$ cat src/rtl/autocorr_frame_seq_pkg.sv
// Shared definitions for the autocorrelation frame sequencer: state encoding,
// scratch-memory base of the coefficient array and the core watchdog limit.
package autocorr_frame_seq_pkg;

    typedef enum logic [2:0] {
        IDLE    = 3'd0,
        LOAD    = 3'd1,
        START   = 3'd2,
        WAIT    = 3'd3,
        READ    = 3'd4,
        PRESENT = 3'd5
    } seq_state_t;

    localparam logic [10:0] AUTOCORR_R = 11'h400;
    localparam int unsigned WD_LIMIT   = 4096;

    function automatic logic [31:0] sext16(input logic [15:0] s);
        return {{16{s[15]}}, s};
    endfunction

endpackage

$ cat src/rtl/autocorr_frame_seq_if.sv
// Handshake and memory-port bundle between the frame sequencer (master) and
// its surroundings: sample source, x memory, autocorr core, scratch reads, coef sink.
interface autocorr_frame_seq_if;
    logic        enable;
    logic [15:0] sampleIn;
    logic        sampleValid;
    logic        sampleReady;
    logic [7:0]  xMemAddr;
    logic [31:0] xMemOut;
    logic        xMemEn;
    logic        autocorrMuxSel;
    logic        coreStart;
    logic        coreDone;
    logic [10:0] readAddr;
    logic [31:0] memIn;
    logic [31:0] coefOut;
    logic [3:0]  coefIdx;
    logic        coefValid;
    logic        coefReady;
    logic        frameDone;
    logic        busy;
    logic        timeoutErr;

    modport master (
        input  enable, sampleIn, sampleValid, coreDone, memIn, coefReady,
        output sampleReady, xMemAddr, xMemOut, xMemEn, autocorrMuxSel, coreStart,
               readAddr, coefOut, coefIdx, coefValid, frameDone, busy, timeoutErr
    );

    modport slave (
        output enable, sampleIn, sampleValid, coreDone, memIn, coefReady,
        input  sampleReady, xMemAddr, xMemOut, xMemEn, autocorrMuxSel, coreStart,
               readAddr, coefOut, coefIdx, coefValid, frameDone, busy, timeoutErr
    );
endinterface

$ cat src/rtl/autocorr_frame_seq.sv
// Frame sequencer: loads a frame into x memory, kicks the autocorr core, then streams
// the coefficients back out. Define WATCHDOG_EN to abort a frame when the core hangs.
//
// state   | meaning
// IDLE    | no frame in progress, sequencer owns memory
// LOAD    | accepting samples and writing them to x memory
// START   | one-cycle coreStart pulse, core owns memory
// WAIT    | waiting for coreDone
// READ    | scratch read of r[coefIdx] in flight
// PRESENT | coefficient offered on coefOut until accepted
module autocorr_frame_seq
    import autocorr_frame_seq_pkg::*;
#(
    parameter int unsigned FRAME_LEN = 240,
    parameter int unsigned NUM_COEF  = 11,
    parameter logic [10:0] R_BASE    = AUTOCORR_R,
    parameter int unsigned READ_LAT  = 2
) (
    input logic               clk,
    input logic               reset,
    autocorr_frame_seq_if.master bus
);

    seq_state_t  state_q, state_d;
    logic [7:0]  smp_cnt_q, smp_cnt_d;
    logic [3:0]  coef_idx_q, coef_idx_d;
    logic [7:0]  lat_cnt_q, lat_cnt_d;
    logic [31:0] coef_out_q, coef_out_d;
    logic [10:0] read_addr_q, read_addr_d;
    logic        frame_done_q, frame_done_d;
    logic        sample_ready_q, sample_ready_d;
    logic        core_start_q, core_start_d;
    logic        mux_sel_q, mux_sel_d;
    logic        coef_valid_q, coef_valid_d;
    logic        busy_q, busy_d;
    logic        sample_fire;
`ifdef WATCHDOG_EN
    logic [11:0] wd_cnt_q, wd_cnt_d;
    logic        timeout_q, timeout_d;
`endif

    assign sample_fire = sample_ready_q & bus.sampleValid;

    always_comb begin
        state_d      = state_q;
        smp_cnt_d    = smp_cnt_q;
        coef_idx_d   = coef_idx_q;
        lat_cnt_d    = lat_cnt_q;
        coef_out_d   = coef_out_q;
        read_addr_d  = read_addr_q;
        frame_done_d = 1'b0;
`ifdef WATCHDOG_EN
        wd_cnt_d     = wd_cnt_q;
        timeout_d    = timeout_q;
`endif
        case (state_q)
            IDLE: begin
                if (bus.enable) begin
                    state_d   = LOAD;
                    smp_cnt_d = '0;
                end
            end
            LOAD: begin
                if (sample_fire) begin
                    if (smp_cnt_q == 8'(FRAME_LEN - 1)) begin
                        state_d   = START;
                        smp_cnt_d = '0;
                    end else begin
                        smp_cnt_d = smp_cnt_q + 8'd1;
                    end
                end
            end
            START: begin
                state_d = WAIT;
`ifdef WATCHDOG_EN
                wd_cnt_d = 12'(WD_LIMIT - 1);
`endif
            end
            WAIT: begin
                if (bus.coreDone) begin
                    state_d     = READ;
                    read_addr_d = R_BASE + 11'(coef_idx_q);
                    lat_cnt_d   = 8'(READ_LAT - 1);
`ifdef WATCHDOG_EN
                end else if (wd_cnt_q == '0) begin
                    state_d   = IDLE;
                    timeout_d = 1'b1;
                end else begin
                    wd_cnt_d = wd_cnt_q - 12'd1;
`endif
                end
            end
            READ: begin
                // readAddr has been stable since READ entry; data is valid on the last cycle
                if (lat_cnt_q == '0) begin
                    coef_out_d = bus.memIn;
                    state_d    = PRESENT;
                end else begin
                    lat_cnt_d = lat_cnt_q - 8'd1;
                end
            end
            PRESENT: begin
                if (bus.coefReady) begin
                    if (coef_idx_q == 4'(NUM_COEF - 1)) begin
                        coef_idx_d   = '0;
                        frame_done_d = 1'b1;
                        smp_cnt_d    = '0;
                        state_d      = bus.enable ? LOAD : IDLE;
                    end else begin
                        coef_idx_d  = coef_idx_q + 4'd1;
                        read_addr_d = R_BASE + 11'(coef_idx_q + 4'd1);
                        lat_cnt_d   = 8'(READ_LAT - 1);
                        state_d     = READ;
                    end
                end
            end
            default: state_d = IDLE;
        endcase

        sample_ready_d = (state_d == LOAD);
        core_start_d   = (state_d == START);
        mux_sel_d      = !((state_d == START) || (state_d == WAIT));
        coef_valid_d   = (state_d == PRESENT);
        busy_d         = (state_d != IDLE);
    end

    always_ff @(posedge clk) begin
        if (reset) begin
            state_q        <= IDLE;
            smp_cnt_q      <= '0;
            coef_idx_q     <= '0;
            lat_cnt_q      <= '0;
            coef_out_q     <= '0;
            read_addr_q    <= '0;
            frame_done_q   <= 1'b0;
            sample_ready_q <= 1'b0;
            core_start_q   <= 1'b0;
            mux_sel_q      <= 1'b1;
            coef_valid_q   <= 1'b0;
            busy_q         <= 1'b0;
`ifdef WATCHDOG_EN
            wd_cnt_q       <= '0;
            timeout_q      <= 1'b0;
`endif
        end else begin
            state_q        <= state_d;
            smp_cnt_q      <= smp_cnt_d;
            coef_idx_q     <= coef_idx_d;
            lat_cnt_q      <= lat_cnt_d;
            coef_out_q     <= coef_out_d;
            read_addr_q    <= read_addr_d;
            frame_done_q   <= frame_done_d;
            sample_ready_q <= sample_ready_d;
            core_start_q   <= core_start_d;
            mux_sel_q      <= mux_sel_d;
            coef_valid_q   <= coef_valid_d;
            busy_q         <= busy_d;
`ifdef WATCHDOG_EN
            wd_cnt_q       <= wd_cnt_d;
            timeout_q      <= timeout_d;
`endif
        end
    end

    // x-memory write happens in the handshake cycle itself
    assign bus.xMemEn         = sample_fire;
    assign bus.xMemAddr       = smp_cnt_q;
    assign bus.xMemOut        = sample_fire ? sext16(bus.sampleIn) : 32'd0;
    assign bus.sampleReady    = sample_ready_q;
    assign bus.coreStart      = core_start_q;
    assign bus.autocorrMuxSel = mux_sel_q;
    assign bus.readAddr       = read_addr_q;
    assign bus.coefOut        = coef_out_q;
    assign bus.coefIdx        = coef_idx_q;
    assign bus.coefValid      = coef_valid_q;
    assign bus.frameDone      = frame_done_q;
    assign bus.busy           = busy_q;
`ifdef WATCHDOG_EN
    assign bus.timeoutErr     = timeout_q;
`else
    assign bus.timeoutErr     = 1'b0;
`endif

endmodule

$ cat src/flat_wrapper.sv
// flat-port wrapper written by rule: the top's interface ports become plain ports
module autocorr_frame_seq_flat import autocorr_frame_seq_pkg::*;
#(
    parameter int unsigned FRAME_LEN = 240,
    parameter int unsigned NUM_COEF  = 11,
    parameter logic [10:0] R_BASE    = AUTOCORR_R,
    parameter int unsigned READ_LAT  = 2
)
  (clk, reset, bus_enable, bus_sampleIn, bus_sampleValid, bus_coreDone, bus_memIn, bus_coefReady, bus_sampleReady, bus_xMemAddr, bus_xMemOut, bus_xMemEn, bus_autocorrMuxSel, bus_coreStart, bus_readAddr, bus_coefOut, bus_coefIdx, bus_coefValid, bus_frameDone, bus_busy, bus_timeoutErr);
  autocorr_frame_seq_if bus_i ();
  input logic clk;
  input logic reset;
  input wire logic [$bits(bus_i.enable)-1:0] bus_enable;
  input wire logic [$bits(bus_i.sampleIn)-1:0] bus_sampleIn;
  input wire logic [$bits(bus_i.sampleValid)-1:0] bus_sampleValid;
  input wire logic [$bits(bus_i.coreDone)-1:0] bus_coreDone;
  input wire logic [$bits(bus_i.memIn)-1:0] bus_memIn;
  input wire logic [$bits(bus_i.coefReady)-1:0] bus_coefReady;
  output wire logic [$bits(bus_i.sampleReady)-1:0] bus_sampleReady;
  output wire logic [$bits(bus_i.xMemAddr)-1:0] bus_xMemAddr;
  output wire logic [$bits(bus_i.xMemOut)-1:0] bus_xMemOut;
  output wire logic [$bits(bus_i.xMemEn)-1:0] bus_xMemEn;
  output wire logic [$bits(bus_i.autocorrMuxSel)-1:0] bus_autocorrMuxSel;
  output wire logic [$bits(bus_i.coreStart)-1:0] bus_coreStart;
  output wire logic [$bits(bus_i.readAddr)-1:0] bus_readAddr;
  output wire logic [$bits(bus_i.coefOut)-1:0] bus_coefOut;
  output wire logic [$bits(bus_i.coefIdx)-1:0] bus_coefIdx;
  output wire logic [$bits(bus_i.coefValid)-1:0] bus_coefValid;
  output wire logic [$bits(bus_i.frameDone)-1:0] bus_frameDone;
  output wire logic [$bits(bus_i.busy)-1:0] bus_busy;
  output wire logic [$bits(bus_i.timeoutErr)-1:0] bus_timeoutErr;
  assign bus_i.enable = bus_enable;
  assign bus_i.sampleIn = bus_sampleIn;
  assign bus_i.sampleValid = bus_sampleValid;
  assign bus_i.coreDone = bus_coreDone;
  assign bus_i.memIn = bus_memIn;
  assign bus_i.coefReady = bus_coefReady;
  assign bus_sampleReady = bus_i.sampleReady;
  assign bus_xMemAddr = bus_i.xMemAddr;
  assign bus_xMemOut = bus_i.xMemOut;
  assign bus_xMemEn = bus_i.xMemEn;
  assign bus_autocorrMuxSel = bus_i.autocorrMuxSel;
  assign bus_coreStart = bus_i.coreStart;
  assign bus_readAddr = bus_i.readAddr;
  assign bus_coefOut = bus_i.coefOut;
  assign bus_coefIdx = bus_i.coefIdx;
  assign bus_coefValid = bus_i.coefValid;
  assign bus_frameDone = bus_i.frameDone;
  assign bus_busy = bus_i.busy;
  assign bus_timeoutErr = bus_i.timeoutErr;
  autocorr_frame_seq #(.FRAME_LEN(FRAME_LEN), .NUM_COEF(NUM_COEF), .R_BASE(R_BASE), .READ_LAT(READ_LAT)) u_core (.clk(clk), .reset(reset), .bus(bus_i));
endmodule
$ cat config.mk
export PLATFORM = sky130hd
export DESIGN_NAME = autocorr_frame_seq_flat
export DESIGN_NICKNAME = d
export VERILOG_FILES = /design/src/rtl/autocorr_frame_seq_pkg.sv /design/src/rtl/autocorr_frame_seq_if.sv /design/src/rtl/autocorr_frame_seq.sv /design/src/flat_wrapper.sv
export SDC_FILE = /design/constraint.sdc
export NUM_CORES = 1
export LEC_CHECK = 0
export ABC_AREA = 1
export CAP_MARGIN = 15
export CORE_UTILIZATION = 38
export DETAILED_ROUTE_END_ITERATION = 8
export PLACE_DENSITY_LB_ADDON = 0.12
export SLEW_MARGIN = 25
export SYNTH_ARGS = -nofsm -noshare
export SYNTH_HDL_FRONTEND = slang
export SYNTH_SLANG_ARGS = --single-unit
$ cat constraint.sdc
create_clock -name clk -period 1.5 [get_ports clk]
set_input_delay 0.3 -clock clk [delete_from_list [all_inputs] [get_ports clk]]
set_output_delay 0.3 -clock clk [all_outputs]
set_load 0.005 [all_outputs]
==> results of run 1 <==
-- cell families (layout without fill, tap and decap cells) --
group | count (synthesis) | after routing | synth area share [%]
DFF | 67 | 67 | 40.0
AOI/OAI and AO/OA | 66 | 66 | 11.0
adders and majority gates | 4 | 4 | 1.49
and+or+nand+nor | 261 | 261 | 33.1
buffers and inverters | 91 | 262 | 13.1
xor gates and xnor gates | 5 | 5 | 1.31
other | 1 | 6 | 0.112
-- flip-flops by register name, indices dropped and copies added, names as in the netlist --
register and flops:
u_core.state_q 3, u_core.bus.coefIdx 4, u_core.bus.busy 1, u_core.bus.xMemAddr 8, u_core.lat_cnt_q 8, u_core.bus.frameDone 1, u_core.bus.autocorrMuxSel 1, u_core.bus.readAddr 6
u_core.bus.coefOut 32, u_core.bus.coreStart 1, u_core.bus.sampleReady 1, u_core.bus.coefValid 1
-- cell type report --
class | count | area (um2)
inverters | 53 | 209
fillers | 744 | 2830
clock buffers | 10 | 128
well taps | 105 | 131
clock inverters | 6 | 65.1
repair buffers | 193 | 1840
flip-flops and latches | 67 | 1380
multi-input cells | 342 | 1800
-- critical path, cell delays in order (launching register included) --
cell     delay, ns
dfxtp_2       0.35
nand2_4       0.07
buf_6         0.14
buf_8         0.14
nor2_1        0.07
buf_2         0.11
-- stage by stage --
| stage | utilization, % | hold slack (ns) | cell area (um2) |
|---|---|---|---|
| after floorplan | - | 0.458 | 3380 |
| final | 66.3 | 0.462 | 5550 |
| after global placement | 59.5 | 0.459 | 4990 |
| after detailed placement | 59.5 | 0.455 | 4990 |
| after global routing | 66.3 | 0.487 | 5550 |
| after CTS | 63.5 | 0.464 | 5320 |
-- worst paths after layout --
kind | from | endpoint | slack, ns | cells after the start
worst max-delay path | u_core.bus.sampleReady | bus_xMemOut[8] | -0.02 | 5
worst min-delay path | u_core.bus.readAddr[3] | u_core.bus.readAddr[3] | 0.46 | 2
worst max register to register | u_core.bus.coefIdx[0] | u_core.bus.busy | 0.08 | 8
worst min register to register | u_core.bus.readAddr[3] | u_core.bus.readAddr[3] | 0.46 | 2
-- layout by cell type, fill, tap and decap left out, types with 16 or more instances in the layout --
master and count:
dfxtp_2 16, dfxtp_1 46, clkdlybuf4s50_1 56, nor2_1 116
nand2_1 78, o21ai_0 42, buf_2 17, dlygate4sd2_1 40
inv_1 44, buf_6 20, buf_4 36
-- repair_timing --
action                     4_1_cts  5_1_grt
hold buffers                     0        0
cloned                           1        1
setup buffers                   14        4
pin swaps                        4       12
gates resized for setup        225       71
setup endpoints to repair      115      106
-- power breakdown --
| part | internal [mW] | total [mW] | switching [mW] |
|---|---|---|---|
| Combinational | 0.324 | 0.581 | 0.256 |
| Sequential | 1.79 | 1.80 | 0.0153 |
| Clock | 0.771 | 1.50 | 0.732 |
-- cell usage after synthesis, drive strengths merged --
cell and count:
nor2 137, nand2 86, dfxtp 67, inv 53, o21ai 46, buf 28, nand3 18, a21oi 17
clkbuf 10, nor3 10, nand4 9, ha 4, xor2 3, o21a 2, xnor2 2, conb 1
o21bai 1, or2 1
-- metal layers --
layer	GRT usage, %	vias to the layer above
met5	0	-
li1	-	1866
met1	22.9	1635
met4	8.21	0
met2	36.0	74
met3	4.58	12
==> results.md, run 1 <==
- Number of I/O pins: 149
- Synth area leaders: dfxtp_1 40%, nor2_1 15%, nand2_1 9.4%
- Synth unique cells: 31
- FMAX: 656 MHz
- Row Count: 33
- DRT iter0 DRCs: 134
- CTS tree: built
- Cells after synthesis: 495
- Port Buffers: 142
- CP Data Arrival Time: 1.22 ns
- Max layer used: met4
- Clk buf depth: 2
- Yosys top cell by area: dfxtp_1
- Routed wl met3: 437 um
- RSZ-0062 raised after global routing: true
- Synthesized area: 3360 um2
- Hold Violations, Final: 0
- Antenna viol nets, final: 0
- Pleak: 2.78 nW
- Setup ws final: -0.0238 ns
- Clk root buf: clkbuf_8
- DR WL/cell: 12.2 um
- Placed insts: 742
- Synth warn: 0
- Area delta synth->final: 65.5%
- Area share of the largest cell type after synthesis: 40.0%
- CTS sink count: 67
- Final Max Tran Viols: 0
- Setup violators final: 20
- GR Overflow Total: 0
- Min cycle time layout: 1.52 ns
- Non-Filler Instances: 776
- Total GRT Usage: 20.1%
- DIE WIDTH: 96.0 um
- Setup_tns: -0.235 ns
- Via-to-Cell Ratio: 4.62
- Startpoint Class: flip-flop
- Setup CP Type: flip-flop to output port
- Drc violations: 0
- Final Wtd Congestion: 0.834
- Syn Area/Cell: 6.78 um2
- Clock latency on the worst-skew pair: 0.36 ns
- WL met2: 4910 um
- Drt total wl: 9500 um
- Max-cap viol count: 0
- CP Capture Type: output port
- Critical Path Fanout Max: 5
- Initial antenna violation count: 0
- CP required: 1.20 ns
- Seq cells post-synth: 67
- Status: finished with violations
- Placement Setup Slack: -0.477 ns
- Via count: 3587
- Layout cells sized above 1: 26.8%
- CORE AREA: 8380 um2
- DIE AREA: 9210 um2
- First-pass GRT wire length: 14400 um
- Dpl hpwl: 6520 um
- Pwr Density: 700 nW/um2
- First drt pass iteration count: 4
- H-tree levels: 3
- Sequential area share after synthesis: 40.0%
- Initial Util: 40.0%
- Die height: 96.0 um
- Diode count: 0
- Failing checks: negative setup slack
- Nets@finish: 724
- Peak supply drop: 0.487 mV
- Worst-path clk slew: 0.07 ns
- CTS buffer count: 9
- Final Skew: 0.0128 ns
- Worst Hold Class: flip-flop to flip-flop
- Metal-1 WL: 4010 um
- Fin crit share: 102%
- Pin count of the biggest net entering global routing: 33
- Tot Pwr: 3.89 mW
- Vias in the first global route: 3318
Power figures use the tool's default switching activity.
==> run 2: changes to the inputs <==
CELL_PAD_IN_SITES_DETAIL_PLACEMENT = 0   (was default)
CELL_PAD_IN_SITES_GLOBAL_PLACEMENT = 2   (was default)
CORE_UTILIZATION = 19   (was 38)
SETUP_SLACK_MARGIN = 0.1   (was default)
==> run 2 against run 1 <==
Effect of this change: the run still ends with negative setup slack left; clock skew shrank 0.0057 ns; setup slack gained 0.014 ns; global-route usage shrank 7.5 points; die area grew 98%; via count grew 4.8%; sequential cell count is the same; critical endpoint is now bus_xMemOut[18]; highest routed layer unchanged.
==> results.md, run 2 (synthesized netlist as in run 1, its figures left out) <==
- Max layer used: met4
- Startpoint Class: flip-flop
- Setup ws final: -0.00956 ns (+0.0142 ns)
- Initial antenna violation count: 0 (unchanged)
- CTS sink count: 67 (unchanged)
- DIE WIDTH: 135 um (+41%)
- Pin count of the biggest net entering global routing: 33 (unchanged)
- Setup violators final: 8 (-60%)
- CTS tree: built
- Number of I/O pins: 149 (unchanged)
- Tot Pwr: 4.75 mW (+22%)
- Clock latency on the worst-skew pair: 0.34 ns (-0.02 ns)
- Die height: 135 um (+41%)
- First-pass GRT wire length: 17800 um (+24%)
- Via count: 3760 (+4.8%)
- Layout cells sized above 1: 41.7% (+15 points)
- CORE AREA: 17300 um2 (+110%)
- Post-CTS Hold Buffers: 0 (unchanged)
- Failing checks: negative setup slack
- Vias in the first global route: 3471 (+4.6%)
- GR Overflow Total: 0 (unchanged)
- First drt pass iteration count: 4 (unchanged)
- Pwr Density: 716 nW/um2 (+2.3%)
- Hold Violations, Final: 0 (unchanged)
- Commonest non-fill, non-tap cell in the layout: nor2_1
- Antenna viol nets, final: 0 (unchanged)
- DR WL/cell: 13.0 um (+5.8%)
- Drt total wl: 12000 um (+27%)
- RSZ-0062 raised after global routing: true
- Peak supply drop: 0.565 mV (+16%)
- Layout Cell Area excl Fill: 6630 um2 (+19%)
- Pleak: 3.08 nW (+11%)
- CP Data Arrival Time: 1.21 ns (about the same)
- Total GRT Usage: 12.6% (-7.5 points)
- Max-cap viol count: 0 (unchanged)
- Final Skew: 0.00709 ns (-0.00573 ns)
- Placement Setup Slack: -0.514 ns (-0.0376 ns)
- Critical Path Fanout Max: 6 (+1)
- FMAX: 662 MHz (+0.94%)
- Status: finished with violations
- Port Buffers: 142 (unchanged)
- Via-to-Cell Ratio: 4.05 (-12%)
- Min cycle time layout: 1.51 ns (-0.0142 ns)
- Initial Util: 19.4% (-21 points)
- Final Max Tran Viols: 0 (unchanged)
- WL met2: 6090 um (+24%)
- Area delta synth->final: 97.5%
- CTS buffer count: 9 (unchanged)
- Dpl hpwl: 8180 um (+25%)
- CP Capture Type: output port
- DRT iter0 DRCs: 79 (-41%)
- R2r setup slk: 0.02 ns (-0.06 ns)
- Fin crit share: 101% (-0.95 points)
- Worst Hold Class: input port to flip-flop
- Placed inst area: 5270 um2 (+5.7%)
- Nets@finish: 756 (+4.4%)
- Metal-1 WL: 5440 um (+36%)
- Drc violations: 0 (unchanged)
- Clk buf depth: 2 (unchanged)
- Clk root buf: clkbuf_16
- Diode count: 0 (unchanged)
- Worst-path clk slew: 0.05 ns (-0.02 ns)
- Routed wl met3: 305 um (-30%)
- Largest register FFs: 32 (unchanged)
- H-tree levels: 3 (unchanged)
- Setup CP Type: flip-flop to output port
- DIE AREA: 18200 um2 (+98%)
- Most frequent cells in the layout: 75 x nor2_1, 55 x dlygate4sd2_1, 53 x nand2_1
- Final Wtd Congestion: 0.714 (-14%)
- Row Count: 48 (+45%)
- CP required: 1.20 ns (about the same)
==> run 2: cell type report <==
class	instances	area (um2)
clock buffer	10	229
clock inverter	6	88.8
fill	1848	10700
inverter	53	224
multi-input combinational	342	2260
sequential	67	1370
tap	225	282
timing repair buffer	225	2170
==> run 2: final timing paths <==
| kind | endpoint | cells after the start | startpoint |
|---|---|---|---|
| setup / recovery | bus_xMemOut[18] | 5 | u_core.bus.sampleReady |
| hold / removal | u_core.state_q[0] | 5 | bus_enable |
| setup reg to reg | u_core.bus.coreStart | 8 | u_core.bus.sampleReady |
| hold reg to reg | u_core.bus.coefOut[10] | 2 | u_core.bus.coefOut[10] |
==> run 2: layer usage <==
metal,global-route usage (%),vias to the layer above
met3,1.95,11
met2,21.2,50
li1,-,1934
met4,5.62,0
met5,0,-
met1,15.9,1765
==> run 2: where the power goes <==
group | internal, mW | leakage, nW | switching [mW]
logic | 0.357 | 2.38 | 0.286
clock network | 1.46 | 0.149 | 0.831
registers | 1.79 | 0.550 | 0.0209
total | 3.61 | 3.08 | 1.14
==> run 2: timing repair <==
| action | CTS | global route |
|---|---|---|
| endpoints found under the setup margin | 152 | 97 |
| cloned | 1 | 5 |
| gates resized for setup | 291 | 184 |
| setup buffers | 22 | 9 |
| pin swaps | 29 | 75 |
==> run 2: critical path: stages, from the launching register on <==
cell,delay (ns)
dfxtp_2,0.35
nand2_4,0.07
nor2_4,0.11
buf_6,0.13
buf_6,0.12
buf_6,0.09
==> run 2: through the flow <==
stage / instances / utilization [%] / hold slack (ns) / setup TNS (ns)
final: 928 / 38.3 / 0.460 / -0.0487
after global routing: 928 / 38.3 / 0.484 / -1.46
after CTS: 916 / 34.1 / 0.464 / -0.714
after detailed placement: 877 / 30.5 / 0.458 / -23.70
after global placement: 877 / 30.5 / 0.459 / -22.48
after floorplan: 500 / - / 0.458 / 0
==> run 3: changes to the inputs <==
CORE_MARGIN = 2   (was default)
==> run 3 against run 2 <==
Effect of this change: cell count down 0.11%; sequential power about the same; critical path depth up 1; highest routed layer unchanged; sequential share of layout area is 0.41 points higher; count of clock-buffer cells in the layout shrank 1; the flow still finishes with violations (negative setup slack).
==> results.md, run 3 (synthesized netlist as in run 1, its figures left out) <==
- Initial Util: 19.4% (unchanged)
- CP required: 1.20 ns (about the same)
- GR Overflow Total: 0 (unchanged)
- Max-cap viol count: 0 (unchanged)
- Port Buffers: 142 (unchanged)
- Post-CTS Hold Buffers: 0 (unchanged)
- Most frequent cells in the layout: 98 x nor2_1, 57 x dlygate4sd2_1, 54 x nand2_1
- Commonest non-fill, non-tap cell in the layout: nor2_1
- Startpoint Class: flip-flop
- Via-to-Cell Ratio: 4.05 (-0.11%)
- Min cycle time layout: 1.58 ns (+0.0687 ns)
- Final Skew: 0.00745 ns (+0.000359 ns)
- Post-layout util: 37.6% (-0.77 points)
- Layout Cell Area excl Fill: 6490 um2 (-2.0%)
- GRT met1 Usage: 15.1% (-0.76 points)
- CP Capture Type: output port
- CTS tree: built
- Fin crit share: 105% (+4.6 points)
- Row Count: 48 (unchanged)
- Setup crit start: u_core.bus.sampleReady
- Vias in the first global route: 3609 (+4.0%)
- Drc violations: 0 (unchanged)
- Largest register FFs: 32 (unchanged)
- Hold Violations, Final: 0 (unchanged)
- Clock latency on the worst-skew pair: 0.34 ns (about the same)
- Peak supply drop: 0.604 mV (+6.8%)
- CTS sink count: 67 (unchanged)
- Final Wtd Congestion: 0.719 (+0.69%)
- Initial antenna violation count: 0 (unchanged)
- Clk buf depth: 2 (unchanged)
- Number of I/O pins: 149 (unchanged)
- Setup_tns: -0.466 ns (-0.417 ns)
- Tot Pwr: 4.92 mW (+3.6%)
- CTS buffer count: 9 (unchanged)
- Die height: 137 um (+1.5%)
- RSZ-0062 raised after global routing: true
- Diode count: 0 (unchanged)
- Critical R2R Launch: u_core.bus.sampleReady
- Setup violators final: 17 (+9)
- Met3 Use GR: 2.70% (+0.75 points)
- Worst hold margin: 0.455 ns (-0.00419 ns)
- Drt total wl: 12000 um (-0.49%)
- Worst-path clk slew: 0.06 ns (about the same)
- Met2 GRT Util: 21.5% (+0.31 points)
- DR WL/cell: 12.9 um (-0.38%)
- Area delta synth->final: 93.5%
- Filler cells: 1852 (+0.22%)
- Antenna viol nets, final: 0 (unchanged)
- First-pass GRT wire length: 18100 um (+1.4%)
- FMAX: 634 MHz (-4.4%)
- CP endpoint: bus_xMemOut[29]
- Final Max Tran Viols: 0 (unchanged)
- End of the worst register-to-register path: u_core.bus.sampleReady
- Total GRT Usage: 12.5% (-0.085 points)
- Failing checks: negative setup slack
- Critical Path Fanout Max: 5 (-1)
- Pleak: 2.96 nW (-3.9%)
- Pwr Density: 757 nW/um2 (+5.7%)
- Status: finished with violations
- H-tree levels: 3 (unchanged)
- Pin count of the biggest net entering global routing: 33 (unchanged)
- R2r setup slk: 0.05 ns (+0.03 ns)
- GR peak layer: met2
- FF-to-FF path depth: 8 (unchanged)
- Placed inst area: 5300 um2 (+0.52%)
- DIE AREA: 18700 um2 (+3.0%)
- Nets@finish: 756 (unchanged)
- CORE AREA: 17300 um2 (unchanged)
- Via count: 3752 (-0.21%)
- Dpl hpwl: 8340 um (+2.0%)
- Clk root buf: clkbuf_16
- CP Data Arrival Time: 1.28 ns (+0.07 ns)
- Setup ws final: -0.0782 ns (-0.0687 ns)
- First drt pass iteration count: 4 (unchanged)
- DIE WIDTH: 137 um (+1.5%)
- Setup CP Type: flip-flop to output port
- DRT iter0 DRCs: 87 (+10%)
- Layout cells sized above 1: 38.3% (-3.4 points)
- Worst Hold Class: flip-flop to flip-flop
==> run 3: changes by cell type in the layout (fill, tap and decap cells not counted), sizes merged <==
cell	before	now
dlygate4sd2	55	57
bufinv	2	3
clkdlybuf4s15	2	3
buf	112	111
clkbuf	15	12
clkinv	1	0
==> run 3: repair_timing <==
item                       4_1_cts  5_1_grt
setup buffers                   16        8
gates resized for setup        272      157
setup endpoints to repair      152       99
pin swaps                       24       59
gates cloned                     3        3
==> run 3: worst min path at each step <==
stage | start | slack [ns] | cells past startpoint | end
floorplan | u_core.lat_cnt_q[7] | 0.46 | 2 | u_core.lat_cnt_q[7]
detailed placement | u_core.bus.readAddr[3] | 0.46 | 2 | u_core.bus.readAddr[3]
global route | u_core.bus.readAddr[3] | 0.49 | 2 | u_core.bus.readAddr[3]
global placement | u_core.bus.readAddr[10] | 0.46 | 2 | u_core.bus.readAddr[10]
finish | u_core.bus.coefOut[1] | 0.46 | 2 | u_core.bus.coefOut[1]
CTS | u_core.bus.readAddr[3] | 0.47 | 2 | u_core.bus.readAddr[3]
==> run 3: worst max-delay path: stages, from the launching register on <==
cell	delay, ns
dfxtp_2	0.34
nand2_4	0.07
nor2_4	0.12
buf_6	0.11
buf_12	0.10
buf_4	0.11
buf_6	0.08
==> run 3: cell type report <==
type	count	area [um2]	share of cell area, %
flip-flops and latches	67	1370	21.1
clock buffers	9	225	3.47
clock inverters	6	114	1.75
multi-input cells	342	2120	32.7
well taps	225	282	4.33
inverters	53	221	3.41
repair buffers	225	2160	33.2
==> run 3: metal layers <==
layer	vias up	share of wire [%]	wire [um]
met5	-	0	0
met4	0	2.2	267
met3	17	3.0	360
met2	53	51	6100
met1	1738	44	5230
li1	1944	-	-
==> run 3: power breakdown <==
group | switching, mW | total, mW | internal (mW) | leakage [nW]
clock network | 0.823 | 2.44 | 1.62 | 0.158
logic | 0.304 | 0.670 | 0.366 | 2.25
registers | 0.0123 | 1.81 | 1.79 | 0.550
==> run 3: metrics by stage <==
stage | cells | worst slack [ns]
final | 927 | -0.0782
after global routing | 927 | -0.135
after CTS | 918 | -0.117
after detailed placement | 884 | -0.514
after global placement | 884 | -0.465
after floorplan | 500 | 0.108
